===== src/rtl/ps2_host_tx.sv =====
// PS/2 host-to-device transmitter: inhibit, start, LSB-first data, odd parity, stop, ACK.
// Define PS2_TX_TIMEOUT_EN to build the watchdog that runs from SCL release to completion.
`timescale 1ns/1ps
module ps2_host_tx #(
  parameter int DP_size     = 8,
  parameter int INHIBIT_CYC = 5000,
  parameter int TIMEOUT_CYC = 750000
) (
  input  logic               CLOCK,
  input  logic               RESET,
  input  logic [DP_size-1:0] TX_DATA,
  input  logic               TX_START,
  output logic               TX_BUSY,
  output logic               TX_DONE,
  output logic               TX_ERROR,
  input  logic               SCL_IN,
  input  logic               SDA_IN,
  output logic               SCL_OE,
  output logic               SDA_OE
);
  localparam int CW = $clog2(INHIBIT_CYC + 1);
  localparam int BW = $clog2(DP_size + 3);
  localparam int FW = DP_size + 2;

  typedef enum logic [2:0] {IDLE, INHIBIT, START, REQUEST, DATA, WAIT_IDLE} state_t;
  state_t state, state_n;

  logic [2:0]    scl_sync;
  logic [1:0]    sda_sync;
  logic          scl_s, sda_s, scl_fall;
  logic [CW-1:0] cnt;
  logic [BW-1:0] bit_cnt;
  logic [FW-1:0] frame;
  logic          sda_oe, ack_ok, done, err;
  logic          wd_hit;

  // Sync flops reset high so a released bus never looks like an edge.
  always_ff @(posedge CLOCK or negedge RESET)
    if (!RESET) begin
      scl_sync <= '1;
      sda_sync <= '1;
    end else begin
      scl_sync <= {scl_sync[1:0], SCL_IN};
      sda_sync <= {sda_sync[0], SDA_IN};
    end

  assign scl_s    = scl_sync[1];
  assign sda_s    = sda_sync[1];
  assign scl_fall = scl_sync[2] & ~scl_sync[1];

`ifdef PS2_TX_TIMEOUT_EN
  localparam int WW = $clog2(TIMEOUT_CYC + 1);
  logic [WW-1:0] wd;
  logic          wd_run;
  assign wd_run = (state == REQUEST) || (state == DATA) || (state == WAIT_IDLE);
  assign wd_hit = wd_run && (wd == WW'(TIMEOUT_CYC - 1));
  always_ff @(posedge CLOCK or negedge RESET)
    if (!RESET)      wd <= '0;
    else if (wd_run) wd <= wd + 1'b1;
    else             wd <= '0;
`else
  logic unused_timeout;
  assign unused_timeout = (TIMEOUT_CYC == 0);
  assign wd_hit = 1'b0;
`endif

  always_ff @(posedge CLOCK or negedge RESET)
    if (!RESET) state <= IDLE;
    else        state <= state_n;

  always_comb begin
    state_n = state;
    TX_BUSY = (state != IDLE);
    SCL_OE  = (state == INHIBIT) || (state == START);
    case (state)
      IDLE:      if (TX_START) state_n = INHIBIT;
      INHIBIT:   if (cnt == CW'(INHIBIT_CYC - 1)) state_n = START;
      START:     state_n = REQUEST;
      REQUEST:   if (scl_fall) state_n = DATA;
      DATA:      if (scl_fall && bit_cnt == BW'(DP_size + 2)) state_n = WAIT_IDLE;
      WAIT_IDLE: if (scl_s && sda_s) state_n = IDLE;
      default:   state_n = IDLE;
    endcase
    if (wd_hit) state_n = IDLE;
  end

  // Frame shifts out LSB first; the stop bit (1) leaves SDA released.
  always_ff @(posedge CLOCK or negedge RESET)
    if (!RESET) begin
      cnt     <= '0;
      bit_cnt <= '0;
      frame   <= '0;
      sda_oe  <= 1'b0;
      ack_ok  <= 1'b0;
      done    <= 1'b0;
      err     <= 1'b0;
    end else begin
      done <= 1'b0;
      err  <= 1'b0;
      case (state)
        IDLE: begin
          sda_oe <= 1'b0;
          if (TX_START) begin
            frame   <= {1'b1, ~^TX_DATA, TX_DATA};
            cnt     <= '0;
            bit_cnt <= '0;
          end
        end
        INHIBIT: begin
          cnt <= cnt + 1'b1;
          if (state_n == START) sda_oe <= 1'b1;
        end
        START: bit_cnt <= '0;
        REQUEST: if (scl_fall) begin
          sda_oe  <= ~frame[0];
          frame   <= frame >> 1;
          bit_cnt <= BW'(1);
        end
        DATA: if (scl_fall) begin
          if (bit_cnt == BW'(DP_size + 2)) begin
            ack_ok <= ~sda_s;
            sda_oe <= 1'b0;
          end else begin
            sda_oe  <= ~frame[0];
            frame   <= frame >> 1;
            bit_cnt <= bit_cnt + 1'b1;
          end
        end
        WAIT_IDLE: begin
          sda_oe <= 1'b0;
          if (scl_s && sda_s) begin
            done <= ack_ok;
            err  <= ~ack_ok;
          end
        end
        default: sda_oe <= 1'b0;
      endcase
      if (wd_hit) begin
        sda_oe <= 1'b0;
        done   <= 1'b0;
        err    <= 1'b1;
      end
    end

  assign SDA_OE   = sda_oe;
  assign TX_DONE  = done;
  assign TX_ERROR = err;
endmodule


===== config.mk =====
export PLATFORM = sky130hd
export DESIGN_NAME = ps2_host_tx
export DESIGN_NICKNAME = d
export VERILOG_FILES = /design/src/rtl/ps2_host_tx.sv
export SDC_FILE = /design/constraint.sdc
export NUM_CORES = 1
export LEC_CHECK = 0
export CAP_MARGIN = 20
export CELL_PAD_IN_SITES_DETAIL_PLACEMENT = 1
export CELL_PAD_IN_SITES_GLOBAL_PLACEMENT = 2
export CORE_MARGIN = 3
export CORE_UTILIZATION = 39
export DETAILED_ROUTE_END_ITERATION = 8
export PLACE_DENSITY_LB_ADDON = 0.1
export RECOVER_POWER = 25
export SLEW_MARGIN = 10
export SYNTH_ARGS = -nofsm -noshare
export SYNTH_HDL_FRONTEND = slang
export SYNTH_SLANG_ARGS = --single-unit

===== constraint.sdc =====
create_clock -name CLOCK -period 3.3 [get_ports CLOCK]
set_input_delay 0.495 -clock CLOCK [delete_from_list [all_inputs] [get_ports CLOCK]]
set_output_delay 0.495 -clock CLOCK [all_outputs]
set_load 0.02 [all_outputs]

==> metrics.md <==
| Metric | Value |
|---|---|
| Status | `finished with violations` |
| Failing checks | `capacitance limit, slew limit` |
| Num ports | `18` |
| Critical path buffer and inverter count | `0` |
| Met2 WL | `2340 um` |
| Ys Warns | `0` |
| Drc violations | `0` |
| CP Launch Point | `state[2]$_DFF_PN0_` |
| Clk sink count | `39` |
| Drt pass-1 iters | `4` |
| WL/cell | `between 15 and 20 um` |
| WL final | `about 4800 um` |
| Post-synthesis mux area share | `under 10%` |
| Vias | `approximately 1.7k` |
| Max Root-Sink Buffers | `2` |
| Syn_nets | `around 230` |
| Placed cell count | `287` |
| Clock slew at reported path FFs | `80 ps` |
| Finished Layout Cells | `about 300` |
| GR Overflow Total | `0` |
| Crit path DAT | `2550 ps` |
| FFs w/ async S/R, synth | `100%` |
| Tmin final | `about 2400 ps` |
| Core box area | `slightly below 5000 um2` |
| Critical path fanouts, max | `17` |
| Core Rows | `25` |
| First-pass GRT wire length | `roughly 8500 um` |
| Fin Hold WS | `between 300 and 400 ps` |
| Number of global-route vias before repair | `between 1.5k and 2k` |
| CP cell instances | `nor3b_1 -> nand3_2 -> and2_0 -> o21ai_0` |
| Top Layer Used | `met4` |
| Mean Syn Cell Area | `9.70 um2` |
| Hold Path Class | `register to register` |
| Post-synth top flop | `dfrtp_1` |
| Max-slew violations | `40` |
| Area of the die | `around 6300 um2` |
| Pwr Total | `0.862 mW` |
| Synthesized instance count | `215` |
| Number of flops mapped to enable cells by yosys | `0` |
| Peak supply drop | `about 0.00024 V` |
| Slowest CP cell | `dfrtp_1` |
| Yosys cell types | `49` |
| Final hold vios | `0` |
| Hold_buf cts | `0` |
| Cell family with most CP delay | `simple AND/OR/NAND/NOR gates` |
| Top achievable clock speed | `~430 MHz` |
| Placed instance area | `2280 um2` |
| CP Data Required Time | `3500 ps` |
| Kind of end point of the critical path | `register` |
| Fillcell total | `between 500 and 600` |
| Drt initial violations | `108` |
| Metal-1 WL | `roughly 2200 um` |
| Later-pin clock latency in the skew report | `slightly below 300 ps` |
| Hold_sp | `sda_sync[0]$_DFF_PN1_` |
| Die Y | `just under 80 um` |
| Antenna violations before repair | `0` |
| H-tree Lvls | `2` |
| Synth Cell Area | `~2100 um2` |
| Sequential cell area | `roughly 980 um2` |
| Port buffer count | `17` |
| CTS tree | `yes` |
| Max_cap viols | `1` |
| Largest family of logic cells by synthesized area | `simple AND/OR/NAND/NOR gates` |
| Crit share post-route | `71.2%` |
| Xor/xnor cell area share of the yosys netlist | `under 10%` |
| Slew HR | `-40.2%` |
| Compound-Gate Fraction of Synth Area | `13.8%` |
| Leakage | `between 0.9 and 1 nW` |
| Seq/Total Area, Yosys | `a little under half` |
| Layout cells sized above 1 | `approximately a tenth` |
| Clk_skew | `6.16 ps` |
| Clock root buffer | `clkbuf_8` |
| Worst r2r src | `state[2]$_DFF_PN0_` |
| # diodes | `0` |
| Least-Margin Pin Slew | `2100 ps` |
| Seq cells post-synth | `39` |
| Gp weighted congestion | `between 0.8 and 0.9` |
| Kind of critical path | `register to register` |
| CTS Buf Count | `5` |
| Met3 Routed Length | `a little over 200 um` |
| Final instance area | `about 2400 um2` |
| Setup TNS | `0 ps` |
| Via density | `roughly 5.7` |
| # nets final | `243` |
| Post-DP HPWL | `roughly 3400 um` |
| Chip Width | `about 80 um` |
| Post_cts resized | `0` |
| Crit path largest cell delay | `about 670 ps` |
| Post-CTS setup buffers | `0` |
| Antenna Nets Post-Route | `0` |
| Area growth, synth to finish | `13.6%` |
| Pwr dens | `364 nW/um2` |
| RSZ-0062 raised after global routing | `no` |
| Area occupied by multi-input gates | `just over 1000 um2` |
| GRT Overall Usage | `about 17%` |
| Count of final setup violators | `0` |
| Effective utilization at floorplan | `42.2%` |
| Synth Area in Adders | `under 10%` |
| Pin count of the biggest net entering global routing | `40` |
| Worst setup SP type | `register` |
| Synth Area in Simple Gates | `between 20 and 25%` |
[final cells by class]
cell class / instances / share of cell area [%]
multi-input combinational: 159 / 43.7
sequential: 39 / 41.5
timing repair buffer: 17 / 6.92
tap: 67 / 3.54
clock buffer: 5 / 2.91
inverter: 5 / 0.793
clock inverter: 3 / 0.634
[cell families after synthesis]
logic type,Yosys count
multiplexers,13
AND/OR/NAND/NOR,87
flip-flops,39
adder cells (fa/ha/maj),3
buffers and inverters,17
XOR/XNOR,8
AO/OA/AOI/OAI,48
[state kept, by name, summed over array words and instances (netlist names)]
signal	cells
state	3
frame	10
ack_ok	1
sda_sync	2
TX_DONE	1
scl_sync	3
TX_ERROR	1
SDA_OE	1
bit_cnt	4
cnt	13
[report_power, final]
| part | leakage [nW] | total [mW] | switching (mW) | internal, mW |
|---|---|---|---|---|
| Sequential | 0.457 | 0.494 | 0.00641 | 0.488 |
| Combinational | 0.424 | 0.0508 | 0.0254 | 0.0255 |
| Clock | 0.0477 | 0.317 | 0.172 | 0.145 |
| Total | 0.929 | 0.862 | 0.204 | 0.658 |
[per-layer routing]
layer | track usage (%) | vias up
met5 | 0 | -
met2 | 29.0 | 34
met3 | 4.20 | 4
met4 | 5.33 | 0
met1 | 21.9 | 843
li1 | - | 797
[synthesized netlist by cell type, types with 3 or more instances]
cell type	n	area share, %
inv_1	5	0.90
buf_2	3	0.72
clkbuf_1	8	1.4
nor3_1	6	1.4
nor2_1	9	1.6
ha_1	3	1.8
nand4_1	5	1.5
mux2i_1	12	5.8
o21ai_0	25	6.0
nand2_1	20	3.6
dfstp_2	5	6.3
a21oi_1	6	1.4
xnor2_1	7	2.9
and3_1	3	0.90
a31oi_1	4	1.2
o211ai_1	3	1.1
dfrtp_1	34	41
nand3_1	16	3.8
nand3b_1	4	1.4
[path summary, 6_finish.rpt]
check / end / slack [ps] / depth (start not counted)
max: frame[6]$_DFFE_PN0P_ / 950 / 4
min: sda_sync[1]$_DFF_PN1_ / 360 / 0
max reg2reg: frame[6]$_DFFE_PN0P_ / 950 / 4
min reg2reg: sda_sync[1]$_DFF_PN1_ / 360 / 0
max in group asynchronous: cnt[8]$_DFFE_PN0P_ / 1290 / 1
min in group asynchronous: bit_cnt[2]$_DFFE_PN0P_ / 800 / 1
[cells in the final DEF (no fill, tap or decap), types with 4 or more instances in the layout]
master | Yosys | layout
nand2_1 | 20 | 20
inv_1 | 5 | 5
xnor2_1 | 7 | 7
a31oi_1 | 4 | 4
clkdlybuf4s50_1 | 0 | 14
o21ai_0 | 25 | 25
nand3_1 | 16 | 16
clkbuf_8 | 0 | 5
a21oi_1 | 6 | 6
nand4_1 | 5 | 5
nand3b_1 | 4 | 4
dfrtp_1 | 34 | 34
mux2i_1 | 12 | 12
nor3_1 | 6 | 6
dfstp_2 | 5 | 4
nor2_1 | 9 | 9
[through the flow]
step	util, %	setup WS (ps)
2_1_floorplan	-	1410
3_3_place_gp	46.2	883
3_5_place_dp	46.2	796
4_1_cts	47.9	927
5_1_grt	47.9	733
6_report	47.9	949
No activity file was read; power rests on OpenSTA's default activity.
